$ cat src/rtl/prio_event_encoder.sv
// Registered priority event encoder: sticky pending capture, fixed or
// round-robin selection, and a valid/ready offer of the winning index.
module prio_event_encoder #(
    parameter int N       = 8,
    parameter int RR_MODE = 0
) (
    input  logic                 clk,
    input  logic                 rst,
    input  logic                 en,
    input  logic [N-1:0]         req,
    input  logic [N-1:0]         mask,
    output logic                 out_valid,
    input  logic                 out_ready,
    output logic [$clog2(N)-1:0] out_idx,
    output logic [N-1:0]         pending,
    output logic                 overflow
);

    localparam int W = $clog2(N);

    typedef enum logic {
        IDLE,
        OFFER
    } state_t;

    state_t         state;
    state_t         state_nxt;
    logic           acc;
    logic [N-1:0]   clr;
    logic [N-1:0]   elig;
    logic           any;
    logic [N-1:0]   pending_nxt;
    logic           overflow_nxt;
    logic [W-1:0]   last_ptr;
    logic [W-1:0]   last_nxt;
    logic           valid_nxt;
    logic [W-1:0]   idx_nxt;
    logic [W:0]     start;
    logic [N-1:0]   rot;
    logic [W-1:0]   off;
    logic [W+1:0]   sum;
    logic [W-1:0]   sel;

    function automatic logic [W-1:0] lowest(input logic [N-1:0] v);
        logic [W-1:0] r;
        r = '0;
        for (int i = N - 1; i >= 0; i--) begin
            if (v[i]) r = W'(i);
        end
        return r;
    endfunction

    assign acc          = out_valid && out_ready;
    assign clr          = acc ? (N'(1) << out_idx) : '0;
    assign pending_nxt  = (pending & ~clr) | req;
    assign overflow_nxt = |(req & pending & ~clr);
    assign elig         = pending & ~clr & ~mask;
    assign any          = |elig;

    // Winner search; round-robin rotates the eligible set so the scan
    // starts just after the most recently accepted index.
    always_comb begin
        start = {1'b0, (acc ? out_idx : last_ptr)} + (W+1)'(1);
        rot   = N'({elig, elig} >> start);
        off   = lowest((RR_MODE != 0) ? rot : elig);
        sum   = (W+2)'(start) + (W+2)'(off);
        if (sum >= (W+2)'(N)) sum = sum - (W+2)'(N);
        sel   = (RR_MODE != 0) ? sum[W-1:0] : off;
    end

    // Offer FSM: next state, offer register and round-robin pointer.
    always_comb begin
        state_nxt = state;
        valid_nxt = out_valid;
        idx_nxt   = out_idx;
        last_nxt  = last_ptr;
        unique case (state)
            IDLE: begin
                if (en && any) begin
                    state_nxt = OFFER;
                    valid_nxt = 1'b1;
                    idx_nxt   = sel;
                end
            end
            OFFER: begin
                if (acc) begin
                    last_nxt = out_idx;
                    if (en && any) begin
                        idx_nxt = sel;
                    end else begin
                        state_nxt = IDLE;
                        valid_nxt = 1'b0;
                    end
                end
            end
            default: begin
                state_nxt = IDLE;
                valid_nxt = 1'b0;
            end
        endcase
    end

    // State, offer, pending and overflow registers.
    always_ff @(posedge clk or posedge rst) begin
        if (rst) begin
            state     <= IDLE;
            out_valid <= 1'b0;
            out_idx   <= '0;
            last_ptr  <= W'(N - 1);
            pending   <= '0;
            overflow  <= 1'b0;
        end else begin
            state     <= state_nxt;
            out_valid <= valid_nxt;
            out_idx   <= idx_nxt;
            last_ptr  <= last_nxt;
            pending   <= pending_nxt;
            overflow  <= overflow_nxt;
        end
    end

endmodule
$ cat config.mk
export PLATFORM = sky130hd
export DESIGN_NAME = prio_event_encoder
export DESIGN_NICKNAME = d
export VERILOG_FILES = /design/src/rtl/prio_event_encoder.sv
export SDC_FILE = /design/constraint.sdc
export NUM_CORES = 1
export LEC_CHECK = 0
export ABC_AREA = 1
export CAP_MARGIN = 20
export CORE_UTILIZATION = 45
export DETAILED_ROUTE_END_ITERATION = 7
export GPL_TIMING_DRIVEN = 0
export PLACE_DENSITY = 0.83
export SYNTH_ARGS = -nofsm -noshare
export SYNTH_HDL_FRONTEND = slang
export SYNTH_SLANG_ARGS = --single-unit
$ cat constraint.sdc
create_clock -name clk -period 4.4 [get_ports clk]
set_clock_uncertainty 0.15 [all_clocks]
set_input_delay 0.88 -clock clk [delete_from_list [all_inputs] [get_ports clk]]
set_output_delay 0.88 -clock clk [all_outputs]
set_load 0.01 [all_outputs]
# Yosys cells after proc, flatten, opt, wreduce, memory -nomap -nowiden
# Index checks and enable logic that the tools add are counted.
# W data, S select, Z words.
# word_totals
reg_bits,14
in_bits,20
output_inout_bits,13
# classes
n_eq_ne,3
shifts,1
muxes,19
bitwise_logic,8
n_reduce_logical,5
# op_table
cell,count
$and A8 B8 Y8,4
$mux W3,10
$not A8 Y8,2
$reduce_or A8 Y1,2
$mux W8,1
$or A8 B8 Y8,1
$shl A1 B3 Y8 const A,1
$pmux W3 S2,1
$mux W1,5
$ne A2 B2 Y1 const B,2
$pmux W1 S2,2
$reduce_and A3 Y1,1
$logic_and A1 B1 Y1,2
$ne A2 B1 Y1 const B,1
$not A1 Y1,1

# Logic depth before layout (Yosys ltp)
# logic_depth
word_depth,16
depth_mapped,12
ltp_nobuf,12

# Worst setup path after synthesis
# No wires, ideal clock.
# synth_path
kind,input port to flip-flop
startpoint,in out_ready
endpoint,reg out_valid
setup_time_ps,121
arrival_time_ps,1686
required_time_ps,4129
path_slack_ps,2443
cell_stages,11
n_path_buf,0
cell_sequence,nand2_2 > nor2_4 > nand2_1 > nand3_2 > nand2_2 > nor2_2 > nand2_2 > nand2_1 > nand2_2 > nand2_1 > o21ai_1
# synth_via
elab_chain_len,9
# synth_lines
item,line,source
start: declaration,13,"input logic out_ready,"
$logic_and A1 B1 Y1 *,53,assign acc = out_valid && out_ready;
$mux W8,54,assign clr = acc ? (N'(1) << out_idx) : '0;
$not A8 Y8,57,assign elig = pending & ~clr & ~mask;
$and A8 B8 Y8 (2 in a row),57,
$reduce_or A8 Y1,58,assign any = |elig;
$logic_and A1 B1 Y1,"79, 88",
$ne A2 B2 Y1 (no source line),n/a,
$reduce_and A3 Y1 (no source line) *,n/a,
end signal: assignment,114,out_valid <= valid_nxt;
end: declaration,12,"output logic out_valid,"
# Mark *: on every way between the ends. The rest lies on a longest branch, timed or not.
# A chain may end at the register's enable or synchronous reset.

# Final worst setup path
# layout_path
startpoint,reg out_idx[0]
endpoint,out out_idx[0]
# layout_rtl
item,line,source
start: declaration,14,"output logic [$clog2(N)-1:0] out_idx,"
start signal: assignment,115,out_idx <= idx_nxt;
# No word-level cell between the ends.

==> flow_metrics.tcl <==
set metrics [dict create \
    dieArea_um2 2070 \
    synth_area_um2 853 \
    worst_setup_path_end_kind "output port" \
    final_nets 170 \
    clockBufferDepth 2 \
    ir_drop_v 0.000218 \
    yosys.area.top_type "dfrtp_1" \
    path_class "reg2out" \
    syn-num-nets 133 \
    drt-pass1-iter-count 4 \
    dp_cells 170 \
    gp_congestion 0.739 \
    dp_slack_ns 1.78 \
    ys_seq_elements 14 \
    grt_max_degree 15 \
    hold_viol 0 \
    initial_utilization 0.489 \
    worstMarginPinSlew_ns 0.543 \
    dp_hpwl_um 1490 \
    p_leak_nw 0.603 \
    grt_pass1_wl_um 3210 \
    final_common_cell "nand2_1" \
    n_antenna_cell 0 \
    path_buf_inv 1 \
    cts_tree "built" \
    clock.fmax_mhz 424 \
    cts_buffers 3 \
    rsz0062_at_grt "no" \
    setup_slack_ns 2.04 \
    grtUsageTotal 0.222 \
    cpMaxStageDelayCell "clkdlybuf4s50_1" \
    slew_viol_final 0 \
    dr.first_iter.drc_count 9 \
    vias 824 \
    antenna_left 0 \
    fin_util 0.711 \
    cpLargestDelayFamily "buffers and inverters" \
    required_ns 3.37 \
    worst_setup_path_start_kind "register" \
    drive_above_1_share 0.161 \
    worstPathArrival_ns 1.33 \
    cts_resized 0 \
    synth_area_leaders "dfrtp_1, nand2_1, inv_1, nand3_2, nand2_2" \
    layout.cells.non_filler 174 \
    die_h_um 45.5 \
    portBuffers 32 \
    die_w_um 45.5 \
    hold_ws_ns 0.316 \
    seq_area_frac_synth 0.411 \
    yosys_warnings 0 \
    avgSynthCellArea_um2 7.55 \
    cts_hold_buf 0 \
    tns_ns 0 \
    drc 0 \
    htree_levels 1 \
    status "complete, no violations" \
    min_period_ns 2.36 \
    ios 33 \
    setup_viol 0 \
    cts-root-buf "clkbuf_4" \
    fin_area_um2 1240 \
    dpl_cell_area_um2 1200 \
    syn_inst 113 \
    clkLatencyLatePin_ns 0.29 \
    post-cts-setup-buffers 0 \
    areaGrowthSynthToFinish_pct 45.5 \
    yosys.cell_types.count 19 \
    post-route-period-util 0.536 \
    rows 15 \
    hold_path.class "reg2reg" \
    antenna_found_initial 0 \
    wl_per_cell_um 10.6 \
    path_cells "clkdlybuf4s50_1" \
    powerDensity_nw_per_um2 417 \
    drv_cap 0 \
    grt_pass1_vias 781 \
    max_stage_delay_ns 0.58 \
    viasPerCell 4.74 \
    path_clk_slew_ns 0.09 \
    critPathMaxFanout 6 \
    drt_wl_total_um 1840 \
    clock_sinks 14 \
    layout_common_cells "nand2_1, clkdlybuf4s50_1, inv_1, dfrtp_1, nor2_1" \
    synth_top_area_share 0.411 \
    gr-total-overflow 0 \
    relSlewSlack 0.638 \
    core_um2 1750 \
    power_uw 518 \
]
cell families (layout without fill, tap and decap cells):
| family | after synthesis | after routing | share of synthesized area |
|---|---|---|---|
| buf+inv | 19 | 55 | 0.0836 |
| simple gates | 69 | 69 | 0.424 |
| compound gates | 11 | 11 | 0.0821 |
| flops | 14 | 14 | 0.411 |
path summary, 6_finish.rpt:
| path | startpoint | endpoint | slack [ns] | cells past startpoint |
|---|---|---|---|---|
| setup / recovery | out_idx[0]$_DFFE_PP0P_ | out_idx[0] | 2.04 | 1 |
| hold / removal | state$_DFF_PP0_ | out_valid$_DFFE_PP0P_ | 0.32 | 1 |
| setup reg to reg | out_valid$_DFFE_PP0P_ | out_idx[0]$_DFFE_PP0P_ | 2.71 | 11 |
| hold reg to reg | state$_DFF_PP0_ | out_valid$_DFFE_PP0P_ | 0.32 | 1 |
| max in group asynchronous | rst | pending[6]$_DFF_PP0_ | 2.95 | 2 |
| min in group asynchronous | rst | pending[1]$_DFF_PP0_ | 0.79 | 2 |
registers in the layout, summed over array words and instances (netlist names):
register,cells
pending,8
out_idx,3
out_valid,1
overflow,1
state,1
cell usage after synthesis:
master     number
a22oi_1         1
inv_1          17
o21ai_1         2
or2_1           4
nand2_2         6
nor2_4          2
nand3_1         3
dfrtp_1        14
a21boi_0        1
nor2_1          7
nand3_2         5
a21oi_1         3
o22ai_1         1
nor2_2          2
o21bai_1        2
inv_2           2
o2111ai_1       1
nand2_1        37
nand3b_2        3
area by class of cell:
class | count | area (um2)
well taps | 25 | 31.3
flip-flops and latches | 14 | 350
clock buffers | 4 | 36.3
fillers | 151 | 504
multi-input cells | 80 | 432
inverters | 19 | 71.3
repair buffers | 32 | 320
layer usage:
layer,GRT usage,part of all wire,up-vias
met5,0,0,-
li1,-,-,424
met3,0.0635,0.045,4
met4,0.0909,0.012,0
met2,0.377,0.51,22
met1,0.261,0.43,374
where the power goes:
group	internal (mW)	total, mW	leakage, nW	switching [mW]
clock network	0.0504	0.0943	0.0210	0.0439
registers	0.158	0.198	0.140	0.0406
logic	0.110	0.225	0.442	0.116
total	0.318	0.518	0.603	0.200
(Power assumes the default switching activity.)
